## config.mk

```make
export PLATFORM = sky130hd
export DESIGN_NAME = dot_accum_mx
export DESIGN_NICKNAME = d
export VERILOG_FILES = /design/src/rtl/dot_accum_mx.sv
export SDC_FILE = /design/constraint.sdc
export NUM_CORES = 2
export LEC_CHECK = 0
export CAP_MARGIN = 20
export CORE_ASPECT_RATIO = 1.25
export CORE_MARGIN = 2
export CORE_UTILIZATION = 58
export CTS_CLUSTER_DIAMETER = 40
export DETAILED_ROUTE_END_ITERATION = 12
export PLACE_DENSITY = 0.91
export SLEW_MARGIN = 10
export SYNTH_ARGS = -nofsm -noshare
export SYNTH_HDL_FRONTEND = slang
export SYNTH_SLANG_ARGS = --single-unit
```

## constraint.sdc

```tcl
create_clock -name i_clk -period 6.84 [get_ports i_clk]
set_clock_uncertainty 0.2 [all_clocks]
set_input_delay 1.368 -clock i_clk [delete_from_list [all_inputs] [get_ports i_clk]]
set_output_delay 1.368 -clock i_clk [all_outputs]
set_load 0.05 [all_outputs]
```

## src/rtl/dot_accum_mx.sv

```systemverilog
// dot_accum_mx: MX block-scale accumulator. Each accepted beat carries a
// dot-product result and two E8M0 block scales. The combined scale becomes
// a bounded left shift, and the shifted term is saturate-added into a wide
// fixed-point accumulator. The last beat of a group publishes the sum, the
// beat count and sticky exception flags through a valid/ready output.
module dot_accum_mx #(
  parameter int in_width    = 73,
  parameter int scale_width = 8,
  parameter int scale_bias  = 127,
  parameter int s_min       = -16,
  parameter int s_max       = 16,
  parameter int acc_width   = 128,
  parameter int cnt_width   = 16
) (
  input  logic                        i_clk,
  input  logic                        i_rst_n,
  input  logic                        i_valid,
  output logic                        o_ready,
  input  logic signed [in_width-1:0]  i_dp,
  input  logic [scale_width-1:0]      i_scale_a,
  input  logic [scale_width-1:0]      i_scale_b,
  input  logic                        i_last,
  output logic                        o_valid,
  input  logic                        i_ready,
  output logic signed [acc_width-1:0] o_sum,
  output logic [cnt_width-1:0]        o_count,
  output logic                        o_nan,
  output logic                        o_ovf,
  output logic                        o_unf
);

  // The largest in-range term must fit without wrapping.
  generate
    if (acc_width < in_width + s_max - s_min) begin : g_width_chk
      $error("dot_accum_mx: acc_width too small for in_width + s_max - s_min");
    end
  endgenerate

  localparam int ew = scale_width + 2;
  localparam logic signed [ew-1:0] bias2 = ew'(2 * scale_bias);
  localparam logic signed [ew-1:0] emin  = ew'(s_min);
  localparam logic signed [ew-1:0] emax  = ew'(s_max);
  localparam logic signed [acc_width-1:0] acc_max = {1'b0, {(acc_width-1){1'b1}}};
  localparam logic signed [acc_width-1:0] acc_min = {1'b1, {(acc_width-1){1'b0}}};

  // Group state
  logic signed [acc_width-1:0] acc;
  logic [cnt_width-1:0]        cnt;
  logic                        f_nan, f_ovf, f_unf;
  logic                        first;

  // Per-beat datapath
  logic signed [ew-1:0]        e;
  logic [ew-1:0]               sh;
  logic signed [acc_width-1:0] dp_ext;
  logic signed [acc_width-1:0] term;
  logic signed [acc_width-1:0] base;
  logic [acc_width:0]          sum_w;
  logic                        sat;
  logic                        beat_nan, beat_ovf, beat_unf;
  logic signed [acc_width-1:0] acc_nxt;
  logic [cnt_width-1:0]        cnt_nxt;
  logic                        nan_nxt, ovf_nxt, unf_nxt;
  logic                        accept;

  assign o_ready = !o_valid || i_ready;
  assign accept  = i_valid && o_ready;

  // Scale decode, term alignment and saturating accumulation for the current beat.
  always_comb begin
    e        = $signed({2'b00, i_scale_a}) + $signed({2'b00, i_scale_b}) - bias2;
    sh       = e - emin;
    dp_ext   = {{(acc_width-in_width){i_dp[in_width-1]}}, i_dp};
    beat_nan = (&i_scale_a) || (&i_scale_b);
    beat_ovf = 1'b0;
    beat_unf = 1'b0;
    term     = '0;
    if (beat_nan) begin
      term = '0;
    end else if (e < emin) begin
      beat_unf = 1'b1;
    end else if (e > emax) begin
      if (i_dp != '0) begin
        beat_ovf = 1'b1;
        term     = i_dp[in_width-1] ? acc_min : acc_max;
      end
    end else begin
      term = dp_ext <<< sh;
    end

    base    = first ? '0 : acc;
    // One guard bit: the sum overflowed iff the top two bits disagree.
    sum_w   = {base[acc_width-1], base} + {term[acc_width-1], term};
    sat     = sum_w[acc_width] ^ sum_w[acc_width-1];
    acc_nxt = sat ? (sum_w[acc_width] ? acc_min : acc_max) : sum_w[acc_width-1:0];

    cnt_nxt = first ? cnt_width'(1) : ((&cnt) ? cnt : cnt + 1'b1);
    nan_nxt = (!first && f_nan) || beat_nan;
    ovf_nxt = (!first && f_ovf) || beat_ovf || sat;
    unf_nxt = (!first && f_unf) || beat_unf;
  end

  // Accumulator, beat count and sticky flags advance on every accepted beat.
  always_ff @(posedge i_clk or negedge i_rst_n) begin
    if (!i_rst_n) begin
      acc   <= '0;
      cnt   <= '0;
      f_nan <= 1'b0;
      f_ovf <= 1'b0;
      f_unf <= 1'b0;
      first <= 1'b1;
    end else if (accept) begin
      acc   <= acc_nxt;
      cnt   <= cnt_nxt;
      f_nan <= nan_nxt;
      f_ovf <= ovf_nxt;
      f_unf <= unf_nxt;
      first <= i_last;
    end
  end

  // Result registers load on a last beat and hold until the downstream takes them.
  always_ff @(posedge i_clk or negedge i_rst_n) begin
    if (!i_rst_n) begin
      o_valid <= 1'b0;
      o_sum   <= '0;
      o_count <= '0;
      o_nan   <= 1'b0;
      o_ovf   <= 1'b0;
      o_unf   <= 1'b0;
    end else if (accept && i_last) begin
      o_valid <= 1'b1;
      o_sum   <= acc_nxt;
      o_count <= cnt_nxt;
      o_nan   <= nan_nxt;
      o_ovf   <= ovf_nxt;
      o_unf   <= unf_nxt;
    end else if (i_ready) begin
      o_valid <= 1'b0;
    end
  end

endmodule

```

==> results.tsv, run 1 <==
metric	value	unit
grt_pass1_vias	58300	
initial_utilization	58.8	%
ys_warn_count	0	
cts_buffers	44	
grt_max_degree	157	
async_reset_ff_share	100	%
gp_congestion	1.31	
synth_flop_cell	dfrtp_1	
grt.total_usage	99.8	%
placed_cell_area	41500	sq um
cts_sinks	296	
synth.distinct_cells	92	
h-tree-depth	2	
portBuffers	242	
grt_overflow	3339	
toolErrorMsg	[ERROR GRT-0116] Global routing finished with congestion. Check the congestion regions in the DRC Viewer.	
seq_area_frac_synth	24.9	%
ys_ff_latch	296	
synth.net_count	4223	
synth_area_per_cell	7.49	sq um
clockBufferDepth	3	
placedCellCount	5746	
clock-root-buffer	clkbuf_16	
syn_inst	3979	
synth_area	29800	sq um
die_height	257	um
hold_buffers	0	
haltStage	global routing (5_1_grt)	
dp_hpwl	117	mm
rows	92	
synth_edf_count	0	
ios	243	
status	aborted with a tool error	
grt_first_pass_wirelength	398	mm
die_x	207	um
-- synth_stat cells, types with 43 or more instances --
master    number  area [sq um]
a21o_1        47           353
a21oi_1      452          2260
a31oi_1       50           313
buf_2         43           215
clkbuf_1     243           912
dfrtp_1      295          7380
ha_1         147          1840
inv_1         61           229
mux2_2        57           642
mux2i_1       82           821
mux4_2        70          1580
nand2_1      607          2280
nand3_1       74           370
nand4_1       96           601
nor2_1       316          1190
nor2b_1      139           870
nor3_1        78           390
o21ai_0      291          1460
o21ai_1      163           816
xnor2_1       72           631
xor2_1        57           499
-- per-stage QoR --
stage	util (%)	worst slack (ns)	hold slack [ns]	TNS, ns
floorplan	-	-1.04	0.242	-249.50
global placement	81.9	-2.08	0.255	-499.02
detailed placement	81.9	-2.66	0.267	-633.08
CTS	92.6	-0.902	0.279	-205.12
-- routing by layer --
layer / GRT usage [%] / GRT overflow
met3: 85.8 / 112
met1: 91.6 / 91
met2: 118 / 2282
met4: 107 / 837
met5: 73.9 / 17
-- cell families after synthesis --
group           count (synthesis)  synth area share (%)
compound gates               1333                  26.6
xor+xnor                      129                  3.79
fa+ha+maj                     150                  6.37
buf+inv                       379                  5.13
flops                         296                  24.9
mux                           211                  10.3
simple gates                 1481                  23.0
-- timing repair --
| action | CTS |
|---|---|
| hold endpoints to repair | 0 |
| endpoints found under the setup margin | 258 |
| setup buffers | 107 |
| gates resized for setup | 634 |
| pin swaps | 165 |
| gates cloned | 14 |
==> run 2, diff against run 1 <==
Settings changed: CORE_ASPECT_RATIO 1.25 to unset, CORE_UTILIZATION 58 to 40, CTS_CLUSTER_DIAMETER 40 to unset, PLACE_DENSITY 0.91 to unset, PLACE_DENSITY_LB_ADDON set to 0.15.
==> results.tsv, run 2 <==
metric	value	unit
status	finished, violations left	
violations	negative setup slack	
fin_ws	-1.04	ns
clk_pin_slew_worst_paths	0.07	ns
dr.first_iter.drc_count	3656	
crit_required	7.11	ns
combinationalPowerShare	73.0	%
drt-pass1-iter-count	6	
timing.rr.start	first	
switchingPower	0.00868	W
cts_buffers	36	
endpoint_kind	flop	
finalMaxSlewViolations	0	
cp_slowest_cell	a2111o_1	
fin_area	49100	sq um
yosys-top-cells-count	nand2_1, a21oi_1, nor2_1	
tightestPinTransition	0.963	ns
h-tree-depth	2	
antenna_found_initial	4	
grt_max_degree	147	
critPathMaxFanout	7	
async_reset_ff_share	100	%
finalPower	0.0181	W
cts_tree	done	
wl_per_cell	23.0	um
ys_ff_latch	296	
setup-tns-final	-241.69	ns
synthMostInstantiatedCell	nand2_1	
critPathMaxStageDelay	0.48	ns
synth_area_leaders	dfrtp_1, nand2_1, a21oi_1	
ant_nets	0	
worstReg2RegEnd	acc[74]	
hold_buffers	0	
rsz0062_at_grt	true	
drcViolationCount	0	
final_core_util	66.3	%
seq_area_frac_synth	24.9	%
finalHoldViolCount	0	
ios	243	
layout_common_cells	buf_4, nand2_1, dfrtp_1	
die_height	277	um
clock-root-buffer	clkbuf_16	
grt_overflow	0	
syn_inst	3979	
synth_area_per_cell	7.49	sq um
core_area	74100	sq um
gp_congestion	1.09	
pwr_density_cell	368	nW/um^2
diodes	0	
switching_share	48.1	%
synth_top_cell_by_area	dfrtp_1	
initial_utilization	40.2	%
fin_crit_sh	115	%
internal_power	0.00937	W
area_growth	64.7	%
worstHoldPathCells	2	
hp-start	acc[19]	
finalCriticalPeriod	7.88	ns
portBuffers	242	
r2r.worst_path.cells	18	
placedCellCount	6185	
setup_viol	258	
synth_edf_count	0	
avgViaCountPerCell	5.77	
rows	100	
nets	5648	
ys_warn_count	0	
dp_hpwl	115	mm
cp.arrival	8.15	ns
worstHoldEndpoint	acc[19]	
clk_latency	0.58	ns
die-area	76700	sq um
r2r_slack	1.58	ns
crit_start	i_scale_a[1]	
synth.net_count	4223	
final_cells	6400	
worstSetupStartpointType	input pin	
cts_sinks	296	
grt_pass1_vias	35100	
p_leak	21.5	nW
final_common_cell	buf_4	
vdd_drop_max	0.322	mV
path_class	input pin to flop	
grt_first_pass_wirelength	215	mm
placed_cell_area	42900	sq um
synth.distinct_cells	92	
wl	147	mm
num_vias	36900	
synth_flop_cell	dfrtp_1	
die_x	277	um
drive_above_1_share	40.7	%
max_freq	127	MHz
cap_violations	0	
power_frac_seq	15.9	%
top_regs	acc x128, o_sum x128	
synth_area	29800	sq um
clockBufferDepth	3	
relSlewSlack	35.4	%
grt.total_usage	36.3	%
synth_top_area_share	24.8	%
clockPowerShare	11.1	%
min-delay-path-class	flop to flop	
==> run 2: cell counts after synthesis <==
Identical to the previous run, type by type.
==> run 2: critical path: cells and delay by family <==
| family | cells | cell delay, ns |
|---|---|---|
| AOI/OAI and AO/OA | 12 | 2.26 |
| xor gates and xnor gates | 1 | 0.16 |
| adders and majority gates | 5 | 1.14 |
| buffers and inverters | 11 | 1.35 |
| muxes | 3 | 0.77 |
| and+or+nand+nor | 6 | 1.08 |
==> run 2: timing repair <==
action / CTS / global route
pin swaps: 73 / 163
setup buffers: 55 / 91
cloned: 7 / 10
resized for setup: 309 / 454
endpoints found under the setup margin: 258 / 258
==> run 2: stage by stage <==
step	setup slack, ns	hold WS, ns
CTS	-1.01	0.277
detailed placement	-2.95	0.263
finish	-1.04	0.273
global route	-1.24	0.302
floorplan	-1.04	0.242
global placement	-2.71	0.255
==> run 2: power groups by stage <==
stage / logic (W) / clock network [W] / registers, W
floorplan: 0.00484 / 0 / 0.00403
finish: 0.0132 / 0.00200 / 0.00288
CTS: 0.0120 / 0.00203 / 0.00288
global route: 0.0139 / 0.00210 / 0.00296
detailed placement: 0.0115 / 0 / 0.00289
global placement: 0.0114 / 0 / 0.00288
==> run 2: final cells by class <==
cell class,instances,area [sq um]
clock buffer,47,1000
clock inverter,18,221
fill,6365,25000
inverter,62,238
multi-input combinational,3307,24600
sequential,296,7410
tap,969,1210
timing repair buffer,1701,14400
==> run 2: how the worst max path moves through the flow <==
stage               endpoint
finish               acc[86]
global route         acc[83]
CTS                 o_sum[6]
detailed placement  acc[113]
global placement    acc[113]
floorplan            acc[86]
==> run 2: metal layers <==
metal / track usage [%] / wire length, um
met5: 0 / 9
met1: 50.3 / 63100
met4: 13.2 / 7120
met3: 6.24 / 11800
met2: 56.9 / 65100
==> run 2: cell families after synthesis <==
logic type / share of synthesized area (%)
simple gates: 23.0
buf+inv: 5.13
flops: 24.9
compound gates: 26.6
mux: 10.3
xor+xnor: 3.79
fa+ha+maj: 6.37
Power figures use the tool's default switching activity.
